===== config.mk =====
export PLATFORM = sky130hd
export DESIGN_NAME = bus_demux
export DESIGN_NICKNAME = d
export VERILOG_FILES = /design/src/rtl/bus_demux.sv
export SDC_FILE = /design/constraint.sdc
export NUM_CORES = 1
export LEC_CHECK = 0
export BUFFER_PORTS_ARGS = -buffer_cell sky130_fd_sc_hd__buf_2
export CAP_MARGIN = 20
export CELL_PAD_IN_SITES_DETAIL_PLACEMENT = 1
export CELL_PAD_IN_SITES_GLOBAL_PLACEMENT = 1
export CORE_UTILIZATION = 37
export DETAILED_ROUTE_END_ITERATION = 10
export PLACE_DENSITY = 0.83
export SLEW_MARGIN = 10
export SYNTH_ARGS = -nofsm -noshare
export SYNTH_HDL_FRONTEND = slang
export SYNTH_SLANG_ARGS = --single-unit

===== constraint.sdc =====
create_clock -name clk -period 4.9 [get_ports clk]
set_clock_uncertainty 0.2 [all_clocks]
set_input_delay 0.735 -clock clk [delete_from_list [all_inputs] [get_ports clk]]
set_output_delay 0.735 -clock clk [all_outputs]
set_load 0.01 [all_outputs]

===== src/rtl/bus_demux.sv =====
// Single-master to three-slave request demultiplexer (DM, TC0, TC1) with
// one outstanding transaction and a bounded wait for read responses.
module bus_demux #(
  parameter int WIDTH   = 32,
  parameter int TIMEOUT = 15
) (
  input  logic               clk,
  input  logic               reset_n,
  input  logic               m_valid,
  output logic               m_ready,
  input  logic [31:0]        m_addr,
  input  logic               m_we,
  input  logic [WIDTH-1:0]   m_wdata,
  output logic               m_rvalid,
  output logic [WIDTH-1:0]   m_rdata,
  output logic               m_err,
  output logic [2:0]         s_valid,
  input  logic [2:0]         s_ready,
  output logic [31:0]        s_addr,
  output logic               s_we,
  output logic [WIDTH-1:0]   s_wdata,
  input  logic [2:0]         s_rvalid,
  input  logic [3*WIDTH-1:0] s_rdata
);

  localparam int CW = (TIMEOUT > 0) ? $clog2(TIMEOUT + 1) : 1;

  typedef enum logic [1:0] {IDLE, REQ, WAIT, DONE} state_t;

  state_t           state_q, state_d;
  logic [2:0]       tgt_q, tgt_d, tgt_dec;
  logic [2:0]       s_valid_q, s_valid_d;
  logic [31:0]      addr_q, addr_d;
  logic             we_q, we_d;
  logic [WIDTH-1:0] wdata_q, wdata_d;
  logic [WIDTH-1:0] rdata_q, rdata_d;
  logic [WIDTH-1:0] slice_sel;
  logic             err_q, err_d;
  logic             rvalid_q, rvalid_d;
  logic [CW-1:0]    cnt_q, cnt_d;

  // One-hot target decode; all-zero means unmapped.
  always_comb begin
    tgt_dec = 3'b000;
    if (m_addr <= 32'h0000_2FFF)
      tgt_dec = 3'b001;
    else if (m_addr >= 32'h0000_7F00 && m_addr <= 32'h0000_7F0B)
      tgt_dec = 3'b010;
    else if (m_addr >= 32'h0000_7F10 && m_addr <= 32'h0000_7F1B)
      tgt_dec = 3'b100;
  end

  always_comb begin
    slice_sel = '0;
    for (int k = 0; k < 3; k++)
      if (tgt_q[k]) slice_sel = s_rdata[k*WIDTH +: WIDTH];
  end

  always_comb begin
    state_d   = state_q;
    tgt_d     = tgt_q;
    addr_d    = addr_q;
    we_d      = we_q;
    wdata_d   = wdata_q;
    rdata_d   = rdata_q;
    err_d     = err_q;
    cnt_d     = cnt_q;
    s_valid_d = 3'b000;
    rvalid_d  = 1'b0;
    unique case (state_q)
      IDLE: begin
        if (m_valid) begin
          addr_d  = m_addr;
          we_d    = m_we;
          wdata_d = m_wdata;
          tgt_d   = tgt_dec;
          if (tgt_dec != 3'b000) begin
            state_d   = REQ;
            s_valid_d = tgt_dec;
          end else begin
            state_d  = DONE;
            err_d    = 1'b1;
            rdata_d  = '0;
            rvalid_d = 1'b1;
          end
        end
      end
      REQ: begin
        if ((s_ready & tgt_q) != 3'b000) begin
          if (we_q) begin
            state_d  = DONE;
            err_d    = 1'b0;
            rdata_d  = '0;
            rvalid_d = 1'b1;
          end else begin
            state_d = WAIT;
            cnt_d   = '0;
          end
        end else begin
          s_valid_d = s_valid_q;
        end
      end
      WAIT: begin
        // A response in the final counted cycle still wins over the timeout.
        if ((s_rvalid & tgt_q) != 3'b000) begin
          state_d  = DONE;
          err_d    = 1'b0;
          rdata_d  = slice_sel;
          rvalid_d = 1'b1;
        end else if (cnt_q == CW'(TIMEOUT)) begin
          state_d  = DONE;
          err_d    = 1'b1;
          rdata_d  = '0;
          rvalid_d = 1'b1;
        end else begin
          cnt_d = cnt_q + CW'(1);
        end
      end
      DONE: begin
        state_d = IDLE;
      end
      default: state_d = IDLE;
    endcase
  end

  always_ff @(posedge clk or negedge reset_n) begin
    if (!reset_n) begin
      state_q   <= IDLE;
      tgt_q     <= 3'b000;
      addr_q    <= '0;
      we_q      <= 1'b0;
      wdata_q   <= '0;
      rdata_q   <= '0;
      err_q     <= 1'b0;
      cnt_q     <= '0;
      s_valid_q <= 3'b000;
      rvalid_q  <= 1'b0;
    end else begin
      state_q   <= state_d;
      tgt_q     <= tgt_d;
      addr_q    <= addr_d;
      we_q      <= we_d;
      wdata_q   <= wdata_d;
      rdata_q   <= rdata_d;
      err_q     <= err_d;
      cnt_q     <= cnt_d;
      s_valid_q <= s_valid_d;
      rvalid_q  <= rvalid_d;
    end
  end

  // Gated by reset_n so every output reads 0 while reset is held.
  assign m_ready  = reset_n && (state_q == IDLE);
  assign m_rvalid = rvalid_q;
  assign m_rdata  = rdata_q;
  assign m_err    = err_q;
  assign s_valid  = s_valid_q;
  assign s_addr   = addr_q;
  assign s_we     = we_q;
  assign s_wdata  = wdata_q;

endmodule


==> impl_results.md <==
- Status: completed
- Clock Sinks: 111
- Total number of vias: 4408
- Synth-to-layout area growth: 34.23%
- Initial antenna violation count: 1
- CP startpoint kind: flip-flop
- Average size of a mapped cell: 12.48 sq um
- Commonest non-fill, non-tap cells in the layout: 271 x buf_2, 110 x dfrtp_1, 67 x mux2_2
- Measured slew at the worst slew-check pin: 1.031 ns
- Hold Slack: 0.2594 ns
- Setup bufs post-CTS: 0
- Die Ht: 120.5 um
- Share of layout cells above drive strength 1: 53.46%
- Core area: 13450 sq um
- Synth area leaders: dfrtp_1 54%, mux2_2 15%, mux2_1 7.2%, a221oi_1 5.2%, nor2b_1 4.1%
- Via density: 5.150
- DP Wirelength: 12140 um
- Placed Cells: 839
- Worst Hold Class: primary input to asynchronous set/reset pin
- Tcrit/Tclk final: 65.25%
- Critical Path RT: 4.93 ns
- Layout Utilization: 51.80%
- Wire length per cell: 18.56 um
- CTS tree: yes
- Vias in the first global route: 4779
- MaxCap Viol Count: 0
- H-tree depth: 3
- Design area: 6968 sq um
- # rows: 42
- Most common cell after layout, fill and taps aside: buf_2
- Yosys cell types: 35
- Antenna-violating nets left: 0
- Clock latency on the worst-skew pair: 0.35 ns
- Maximum vdd drop: 288.8 uV
- Main synth FF type: dfrtp_1
- Root Buffer Master: clkbuf_16
- Total CTS buffers: 9
- Arr. time, crit path: 3.22 ns
- Max Transition Viols Final: 0
- First-pass GRT wire length: 25220 um
- Post-synth top area share: 53.51%
- CTS Hold Bufs: 0
- Power Density: 484.8 nW/um^2
- RSZ-0062 raised after global routing: false
- FF-to-FF path depth: 6
- Post-route insts no fill: 856
- DIE WIDTH: 120.5 um
- Reg-to-reg slack, setup: 1.70 ns
- Area after DPL: 6680 sq um
- Setup TNS: 0 ns
- CTS resizes: 0
- # fillers: 1537
- Fmax: 0.3128 GHz
- Synth area leader: dfrtp_1
- Crit Path Class: flip-flop to flip-flop
- Gr usage total: 22.62%
- Critical path endpoint category: flip-flop
- Final Hold Viols: 0
- Ports: 273
- R2r startpoint: tgt_q[2]
- Clock slew at reported path FFs: 0.08 ns
- Clock Tree Buf Depth: 2
- Yosys reg bits: 111
- DRT iter0 DRCs: 163
- CP max FO: 67
- Syn Inst Count: 416
- EDFF count, synth: 0
- Detailed Route WL: 15890 um
- Sequential standard cell area: 2779 sq um
- Port bufs: 272
- Placer congestion estimate: 0.8063
- RR Endpoint: m_rdata[26]
- Minimum clock period: 3.197 ns
- # setup viols final: 0
- LEAKAGE: 3.555 nW
- Cell Area, Synth: 5191 sq um
- Grt total ovfl: 0
- Nets: 851
- Largest net degree at the start of global routing: 68
- Effective utilization at floorplan: 38.59%
- Die area: 14510 sq um
- First-pass iteration count of the detailed router: 4
- Worst slew margin: 31.27%
- DRC violations left: 0
- Post-synth ARST share: 100.0%
- Multi-input logic area: 2266 sq um
- Post-synthesis sequential area ratio: 53.51%
- Syn nets: 593
- YS warnings: 0
## registers in the layout (all words and copies together) (netlist names)
| signal | flops |
|---|---|
| m_rdata | 32 |
| s_addr | 32 |
| s_wdata | 32 |
| cnt_q | 4 |
| s_valid | 3 |
| tgt_q | 3 |
| state_q | 2 |
| m_err | 1 |
| m_rvalid | 1 |
| s_we | 1 |
## cell usage after synthesis, types with 3 or more instances
cell,n
nor3_1,34
ha_1,7
mux2_2,67
nor2_1,4
mux2_1,33
nand3_1,9
nor2b_1,34
dfrtp_1,111
nor4_1,5
a21oi_1,6
nand2_1,12
buf_2,3
a221oi_1,31
inv_1,5
clkbuf_1,24
nand2b_1,3
buf_6,3
## report_power, final
group          leakage, nW  internal, W  switching (W)
sequential            1.40      0.00122       0.000177
clock                0.138     0.000352       0.000353
combinational         2.01     0.000630       0.000646
total                 3.56      0.00220        0.00118
## per-layer routing
| metal | part of all wire, % | up-vias | GRT usage (%) |
|---|---|---|---|
| met5 | 0 | - | 0 |
| met4 | 2.0 | 0 | 8.333 |
| met3 | 8.6 | 21 | 6.651 |
| met2 | 51 | 196 | 39.76 |
| met1 | 39 | 2136 | 25.94 |
| li1 | - | 2055 | - |
## worst max-delay path by stage
stage / end / start / cells after the start / slack [ns]
floorplan: m_rdata[0] / m_addr[7] / 7 / 1.98
global placement: m_rdata[23] / m_addr[7] / 7 / 1.58
detailed placement: m_rdata[9] / m_addr[7] / 7 / 1.51
CTS: m_rdata[9] / tgt_q[2] / 6 / 1.70
global route: m_rdata[9] / tgt_q[2] / 6 / 1.46
finish: m_rdata[26] / tgt_q[2] / 6 / 1.70
## worst max-delay path: stages, from the launching register on
cell	delay, ns
dfrtp_2	1.05
a222oi_1	0.28
nand2_1	0.26
nand3_1	0.20
a2111o_1	0.39
buf_4	0.27
mux2_1	0.37
## stage by stage
| stage | setup WS (ns) | power, W |
|---|---|---|
| after floorplan | 1.976 | 0.002183 |
| after global placement | 1.577 | 0.002621 |
| after detailed placement | 1.507 | 0.002706 |
| after CTS | 1.700 | 0.003434 |
| after global routing | 1.462 | 0.003582 |
| final | 1.703 | 0.003378 |
## cell type report
class / count / area share, %
Inverter: 5 / 0.2693
Tap cell: 176 / 3.160
Sequential cell: 111 / 39.88
Clock inverter: 7 / 0.7901
Multi-Input combinational cell: 270 / 32.52
Clock buffer: 9 / 3.232
Timing Repair Buffer: 277 / 20.11
Antenna cell: 1 / 0.03591
## cell families after synthesis
family / synth area share [%]
muxes: 22.08
AOI/OAI and AO/OA: 8.267
adders and majority gates: 1.687
DFF: 53.51
and+or+nand+nor: 11.42
buffers and inverters: 3.037
Note: power is estimated with default switching activity, not from simulation.
